<file path="src/rtl/ram_pkg.sv">
// ram_pkg: constants and types shared by the RAM4K FIFO controller files.
//   DATA_W / ADDR_W / RAM_DEPTH : geometry of the 4K x 16 RAM behind the FIFO.
//   word_t / addr_t / cnt_t     : word, RAM address and occupancy types.
//   RW_READ / RW_WRITE          : encoding of the RAM rw pin.
package ram_pkg;

  localparam int DATA_W    = 16;
  localparam int ADDR_W    = 12;
  localparam int RAM_DEPTH = 4096;

  typedef logic [DATA_W-1:0] word_t;
  typedef logic [ADDR_W-1:0] addr_t;
  typedef logic [ADDR_W:0]   cnt_t;

  localparam logic RW_READ  = 1'b0;
  localparam logic RW_WRITE = 1'b1;

endpackage

</file>
<file path="src/rtl/ram4k_fifo_ptr.sv">
// ram4k_fifo_ptr: wrapping pointer used for the FIFO write and read addresses.
// Ports:
//   clk     : rising-edge clock
//   rst     : asynchronous active-high reset, pointer returns to 0
//   clr_i   : synchronous clear to 0 (wins over inc_i)
//   inc_i   : advance by one, wrapping modulo 2**W
//   value_o : current pointer value
module ram4k_fifo_ptr
  import ram_pkg::*;
#(
  parameter int W = ADDR_W
) (
  input  logic         clk,
  input  logic         rst,
  input  logic         clr_i,
  input  logic         inc_i,
  output logic [W-1:0] value_o
);

  logic [W-1:0] value_q, value_d;

  always_comb begin
    value_d = value_q;
    if (clr_i) begin
      value_d = '0;
    end else if (inc_i) begin
      // Natural binary overflow gives the 4095 -> 0 wrap.
      value_d = value_q + W'(1);
    end
  end

  always_ff @(posedge clk or posedge rst) begin
    if (rst) begin
      value_q <= '0;
    end else begin
      value_q <= value_d;
    end
  end

  assign value_o = value_q;

endmodule

</file>
<file path="src/rtl/ram4k_fifo_ctrl.sv">
// ram4k_fifo_ctrl: turns a single-port 4K x 16 RAM into a circular FIFO with
// valid/ready handshakes on both sides and a registered head word.
// Ports:
//   clk, rst                          : clock, asynchronous active-high reset
//   push_valid/push_ready/push_data   : producer side
//   pop_valid/pop_ready/pop_data      : consumer side, pop_data is registered
//   count, almost_full                : words held (RAM + output register)
//   ram_en/ram_rw/ram_address/ram_in  : RAM control, one access per cycle
//   ram_out                           : RAM read data (combinational read)
// Build option: define RAM4K_FIFO_BYPASS_EN to let a push into a completely
// empty (or draining) FIFO load the output register directly, skipping the RAM.
module ram4k_fifo_ctrl
  import ram_pkg::*;
#(
  parameter int DATA_W    = ram_pkg::DATA_W,
  parameter int ADDR_W    = ram_pkg::ADDR_W,
  parameter int AFULL_LVL = 4032
) (
  input  logic              clk,
  input  logic              rst,
  input  logic              push_valid,
  output logic              push_ready,
  input  logic [DATA_W-1:0] push_data,
  output logic              pop_valid,
  input  logic              pop_ready,
  output logic [DATA_W-1:0] pop_data,
  output logic [ADDR_W:0]   count,
  output logic              almost_full,
  output logic              ram_en,
  output logic              ram_rw,
  output logic [ADDR_W-1:0] ram_address,
  output logic [DATA_W-1:0] ram_in,
  input  logic [DATA_W-1:0] ram_out
);

  localparam logic [ADDR_W:0] DEPTH_CNT = {1'b1, {ADDR_W{1'b0}}};
  localparam logic [ADDR_W:0] AFULL_CNT = (ADDR_W+1)'(AFULL_LVL);

  logic [ADDR_W:0]   ram_cnt_q, ram_cnt_d;
  logic [ADDR_W:0]   count_q, count_d;
  logic              afull_q;
  logic              pop_valid_q, pop_valid_d;
  logic [DATA_W-1:0] pop_data_q, pop_data_d;
  logic [ADDR_W-1:0] addr_q, addr_d;
  logic              rw_q, rw_d;
  logic [DATA_W-1:0] din_q, din_d;
  logic [ADDR_W-1:0] wr_ptr, rd_ptr;
  logic              fill, push_acc, pop_acc, bypass, wr_en;

  ram4k_fifo_ptr #(.W(ADDR_W)) u_wr_ptr (
    .clk(clk), .rst(rst), .clr_i(1'b0), .inc_i(wr_en), .value_o(wr_ptr)
  );

  ram4k_fifo_ptr #(.W(ADDR_W)) u_rd_ptr (
    .clk(clk), .rst(rst), .clr_i(1'b0), .inc_i(fill), .value_o(rd_ptr)
  );

  always_comb begin
    // Refill the output register whenever it is empty or being consumed.
    fill       = (ram_cnt_q != '0) && (!pop_valid_q || pop_ready);
    // Gating with rst keeps ram_en low while reset is held.
    push_ready = !rst && !fill && (ram_cnt_q != DEPTH_CNT);
    push_acc   = push_valid && push_ready;
    pop_acc    = pop_valid_q && pop_ready;
`ifdef RAM4K_FIFO_BYPASS_EN
    bypass     = push_acc && (ram_cnt_q == '0) && (!pop_valid_q || pop_ready);
`else
    bypass     = 1'b0;
`endif
    wr_en      = push_acc && !bypass;

    // RAM address/rw/data hold their last values on idle cycles.
    addr_d = addr_q;
    rw_d   = rw_q;
    din_d  = din_q;
    if (fill) begin
      addr_d = rd_ptr;
      rw_d   = RW_READ;
    end else if (wr_en) begin
      addr_d = wr_ptr;
      rw_d   = RW_WRITE;
      din_d  = push_data;
    end

    pop_valid_d = pop_valid_q;
    pop_data_d  = pop_data_q;
    if (fill) begin
      pop_valid_d = 1'b1;
      pop_data_d  = ram_out;
    end else if (bypass) begin
      pop_valid_d = 1'b1;
      pop_data_d  = push_data;
    end else if (pop_acc) begin
      pop_valid_d = 1'b0;
    end

    ram_cnt_d = ram_cnt_q;
    if (wr_en) begin
      ram_cnt_d = ram_cnt_q + (ADDR_W+1)'(1);
    end else if (fill) begin
      ram_cnt_d = ram_cnt_q - (ADDR_W+1)'(1);
    end

    count_d = ram_cnt_d + {{ADDR_W{1'b0}}, pop_valid_d};
  end

  always_ff @(posedge clk or posedge rst) begin
    if (rst) begin
      ram_cnt_q   <= '0;
      count_q     <= '0;
      afull_q     <= 1'b0;
      pop_valid_q <= 1'b0;
      pop_data_q  <= '0;
      addr_q      <= '0;
      rw_q        <= RW_READ;
      din_q       <= '0;
    end else begin
      ram_cnt_q   <= ram_cnt_d;
      count_q     <= count_d;
      afull_q     <= (count_d >= AFULL_CNT);
      pop_valid_q <= pop_valid_d;
      pop_data_q  <= pop_data_d;
      addr_q      <= addr_d;
      rw_q        <= rw_d;
      din_q       <= din_d;
    end
  end

  assign ram_en      = fill || wr_en;
  assign ram_rw      = rw_d;
  assign ram_address = addr_d;
  assign ram_in      = din_d;
  assign pop_valid   = pop_valid_q;
  assign pop_data    = pop_data_q;
  assign count       = count_q;
  assign almost_full = afull_q;

endmodule

</file>
<file path="config.mk">
export PLATFORM = sky130hd
export DESIGN_NAME = ram4k_fifo_ctrl
export DESIGN_NICKNAME = d
export VERILOG_FILES = /design/src/rtl/ram_pkg.sv /design/src/rtl/ram4k_fifo_ptr.sv /design/src/rtl/ram4k_fifo_ctrl.sv
export SDC_FILE = /design/constraint.sdc
export NUM_CORES = 1
export LEC_CHECK = 0
export CAP_MARGIN = 5
export CORE_ASPECT_RATIO = 0.8
export CORE_MARGIN = 8
export CORE_UTILIZATION = 56
export DETAILED_ROUTE_END_ITERATION = 10
export PLACE_DENSITY = 0.92
export SYNTH_ARGS = -nofsm -noshare
export SYNTH_HDL_FRONTEND = slang
export SYNTH_HIERARCHICAL = 1
export SYNTH_SLANG_ARGS = --single-unit
</file>
<file path="constraint.sdc">
create_clock -name clk -period 7.5 [get_ports clk]
set_input_delay 1.5 -clock clk [delete_from_list [all_inputs] [get_ports clk]]
set_output_delay 1.5 -clock clk [all_outputs]
set_load 0.1 [all_outputs]
</file>
==> Word-level counts from Yosys, hierarchy flattened <==
Index checks and enable logic that the tools add are counted.
{ "word_totals": {"ff_bits": 97, "inputBits": 36, "output_inout_bits": 62, "elab_cells": 38} }
{ "op_classes": {"add_sub_neg": 5, "order_cmp": 1, "n_eq_ne": 1, "mux": 10, "n_reduce_logical": 11} }
{ "ops": {"columns": ["cell", "count"], "rows": [
  ["$mux 16", 2],
  ["$mux 13", 2],
  ["$add 12x1->12 const B", 2],
  ["$mux 12", 2],
  ["$add 13x1->13", 1],
  ["$add 13x1->13 const B", 1],
  ["$ge 13x12->1 const B", 1],
  ["$ne 13x13->1 const B", 1],
  ["$reduce_bool 13->1", 1],
  ["$sub 13x1->13 const B", 1],
  ["$logic_and 1x1->1", 5],
  ["$mux 1", 4],
  ["$logic_not 1->1", 3],
  ["$logic_or 1x1->1", 2]
]} }

==> Depth between registers and ports, before layout <==
{ "depth": {"depth_word": 10, "ltp_mapped": 16, "mapped_depth_nobuf": 15} }

==> Hierarchy <==
The synthesis kept the hierarchy.
{ "by_module_without_submodules": {"columns": ["module", "n_inst", "cells_per_inst", "area_per_inst_um2", "seq_area_each_um2"], "rows": [
  ["ram4k_fifo_ctrl", 1, 339, 3555.9, 1826.8],
  ["ram4k_fifo_ptr", 2, 62, 615.6, 300.3]
]} }

==> Worst setup path before layout <==
OpenSTA, ideal clock, no wires.
{ "synth_path": {"path_type": "input to output", "startpoint": "input port push_valid", "endpoint": "output port ram_in[10]", "t_arrival_ns": 3.676, "t_required_ns": 6.000, "path_slack_ns": 2.324, "stages": 9, "path_buffers": 3, "path_cell_list": "nor2b_1 -> nand4_1 -> and2_1 -> buf_2 -> inv_1 -> clkbuf_1 -> clkbuf_1 -> nand2_1 -> nand2_1"} }
{ "synth_via": {"elab_chain_cells": 3} }
{ "synth_rtl": {"columns": ["element", "line", "text"], "rows": [
  ["start, declared", "ram4k_fifo_ctrl.sv:21", "input logic push_valid,"],
  ["$logic_and 1x1->1", "ram4k_fifo_ctrl.sv:63", "push_acc = push_valid && push_ready;"],
  ["via push_acc", "ram4k_fifo_ctrl.sv:48", "logic fill, push_acc, pop_acc, bypass, wr_en;"],
  ["$mux 16", "ram4k_fifo_ctrl.sv:79", "end else if (wr_en) begin"],
  ["$mux 16", "ram4k_fifo_ctrl.sv:76", "if (fill) begin"],
  ["end, declared", "ram4k_fifo_ctrl.sv:32", "output logic [DATA_W-1:0] ram_in,"]
]} }
The timed path passes the listed nets, and every way through them passes these cells.

==> Worst setup path in the final report <==
{ "layout_path": {"startpoint": "input port rst", "endpoint": "output port ram_address[6]"} }
{ "layout_via": {"elab_chain_cells": 6} }
{ "layout_rtl": {"columns": ["element", "line", "text"], "rows": [
  ["start, declared", "ram4k_fifo_ctrl.sv:20", "input logic rst,"],
  ["$logic_not 1->1 (no source line)", null, null],
  ["$logic_and 1x1->1 (2 in a row)", "ram4k_fifo_ctrl.sv:62", "push_ready = !rst && !fill && (ram_cnt_q != DEPTH_CNT);"],
  ["$logic_and 1x1->1", "ram4k_fifo_ctrl.sv:63", null],
  ["$mux 12", "ram4k_fifo_ctrl.sv:79", null],
  ["$mux 12", "ram4k_fifo_ctrl.sv:76", null],
  ["end, declared", "ram4k_fifo_ctrl.sv:31", "output logic [ADDR_W-1:0] ram_address,"]
]} }
Every way passes these cells.

==> metrics.cfg <==
[status]
outcome = complete, no violations

[clocking]
clock-sinks = 97
cts_root_buf = clkbuf_8
cts_setup_buffers = 0
cts_resized = 0
numCtsBuffers = 9
clk_pin_slew_worst_paths_ns = 0.10
cts_hold_buffers = 0
htreeDepth = 3
clk_latency_ns = 0.37
cts_tree = yes
clock_path_buffers = 2

[global_routing]
track_usage_pct = 20.9
overflow = 0
grt_pass1_wl_mm = 20.1
grt_max_degree = 53
antenna_found_initial = 0
grt_pass1_vias = 4027

[power]
p_per_area_nw_per_um2 = 368
leakagePower_uw = 0.00270
pwr-share-seq_pct = 32.5
internal-power_uw = 1070
power.share.combinational_pct = 50.8
p_sw_share_pct = 51.8
p_switching_uw = 1140
pwr-share-clk_pct = 16.7
vdd_drop_max_mv = 0.337
total_power_uw = 2210

[worst_setup_path]
worst_ep_required_time_ns = 6.00
cp.arrival_ns = 4.68
crit_chain = clkdlybuf4s50_1 > and4bb_2 > o31ai_4 > and2_1 > inv_1 > nor2_1 > nand2_1 > nand2_1 > buf_4
end_kind = output port
crit_path_max_fanout = 18
crit_family = simple AND/OR/NAND/NOR gates
start_kind = input pin
cpPeakStageDelay_ns = 0.84
crit_path_frequent_cell = nand2_1
worstSetupPathType = in2out
crit_buf_inv = 3
critPathSlowestCell = nor2_1

[drt]
wl_per_cell_um = 18.1
drc_errors = 0
num_vias = 3983
wirelength_mm = 12.3
via_per_inst = 5.87
detail-route-antenna-nets = 0
dr.pass1.iters = 6
drtIter0Drc = 367

[sta]
setup-tns-final_ns = 0
fin_crit_sh_pct = 82.4
drv_slew = 0
hold_viol_final = 0
min_period_ns = 6.18
rsz0062_at_grt = false
slew-limit-headroom_pct = 27.3
max_freq_mhz = 162
finalSetupViolations = 0
finClkSkew_ns = 0.00960
worst_pin_slew_ns = 1.09

[final_layout]
final_cell_mix = dfrtp_1, nand2_1, clkdlybuf4s50_1, buf_4, nor2_1
seq_area_um2 = 2430
fin_nets = 605
multiInputGateArea_um2 = 2250
syn_to_final_growth_pct = 25.4
drive_gt1_share_pct = 16.8
layout_commonest_cell = dfrtp_1
antenna_cells = 0
n_fill_cell = 587

[logic_synthesis]
ys.flop_type = dfrtp_1
synth_cell_types = 62
syn-instance-count = 463
synth_seq_cells = 97
synth_async_sr_flop_share_pct = 100
yosys_warnings = 6
yosysSeqAreaShare_pct = 50.7
netlist_area_um2 = 4790
synth.avg_cell_area_um2 = 10.3
synth_edf_count = 0

[hold_path]
hp-class = reg2reg

[floorplanning]
dieWidth_um = 119
rows = 30
die_y_um = 98.7
core-area_um2 = 8410
dieArea_um2 = 11800
start_util_pct = 56.9
pin_count = 98

[run]
cap_violations = 0

[placement]
io_buffers = 97
dp_hpwl_mm = 8.96
globalplace.congestion = 0.899

==> final cells by class <==
type	count	share of cell area, %
inverters	14	0.875
clock inverters	7	1.67
repair buffers	99	15.2
well taps	112	2.33
multi-input cells	341	37.4
flip-flops and latches	97	40.4
clock buffers	9	2.06
==> cells by family after synthesis <==
| logic type | share of synthesized area (%) |
|---|---|
| compound gates | 10.4 |
| xor+xnor | 5.62 |
| fa+ha+maj | 1.83 |
| buf+inv | 3.40 |
| flops | 50.7 |
| mux | 5.80 |
| other cells | 0.0783 |
| simple gates | 22.2 |
==> worst paths after layout <==
kind | start | end | slack [ns] | cells past startpoint
worst max-delay path | rst | ram_address[6] | 1.32 | 9
worst min-delay path | din_q[0] | din_q[0] | 0.48 | 2
worst max register to register | ram_cnt_q[0] | almost_full | 2.36 | 15
worst min register to register | din_q[0] | din_q[0] | 0.48 | 2
max in group asynchronous | rst | addr_q[6] | 4.86 | 3
min in group asynchronous | rst | pop_valid | 1.62 | 2
==> tightest hold or removal path, delay by kind of cell (launching register included) <==
kind             cells  cell delay [ns]
AND/OR/NAND/NOR      2             0.11
flip-flops           1             0.34
==> metal layers <==
layer	track usage (%)	routed length, um	up-vias
li1	-	-	1812
met1	25.6	5020	1953
met2	34.8	6150	202
met3	6.63	974	16
met4	6.13	149	0
met5	0	0	-
==> cell usage after synthesis (all sizes together), types with 3 or more instances <==
library cell  number  area (um2)
dfrtp             97        2430
nand2             87         327
nor2              31         116
mux2              20         225
nand3             19         123
a21oi             17        88.8
xnor2             15         158
a22oi             14         119
inv               14        52.6
buf               11        68.8
clkbuf            11        41.3
nand4             11        68.8
o31ai             11         101
or4               11        86.3
xor2              11         111
and3               8        50.1
nor4               8        56.3
ha                 7        87.6
nor2b              7        46.3
o21ai              7        35.0
a31oi              5        31.3
or3                5        33.8
and2               4        25.0
mux2i              4        52.6
nor3               4        30.0
and4               3        26.3
==> metrics by stage <==
stage          instances  cell area (um2)  hold WS [ns]  setup slack, ns  util, %
2_1_floorplan        474             4830         0.524             2.32        -
3_3_place_gp         663             5780         0.456             1.56     68.7
3_5_place_dp         663             5780         0.456             1.36     68.7
4_1_cts              679             6000         0.487             1.34     71.4
5_1_grt              679             6000         0.505             1.09     71.4
6_report             679             6000         0.482             1.32     71.4
==> flip-flops by register name, summed over array words and instances, names as in the netlist <==
| register | cells |
|---|---|
| rw_q | 1 |
| almost_full | 1 |
| u_rd_ptr/value_o | 12 |
| din_q | 16 |
| pop_data | 16 |
| u_wr_ptr/value_o | 12 |
| pop_valid | 1 |
| ram_cnt_q | 13 |
| addr_q | 12 |
| count | 13 |
==> power by group through the flow <==
stage	Clock, uW	Sequential, uW	Combinational, uW
final	369	718	1120
after global routing	399	732	1170
after CTS	376	717	1120
after detailed placement	0	727	1120
after global placement	0	721	1090
after floorplan	0	1020	565
(Power assumes the default switching activity.)
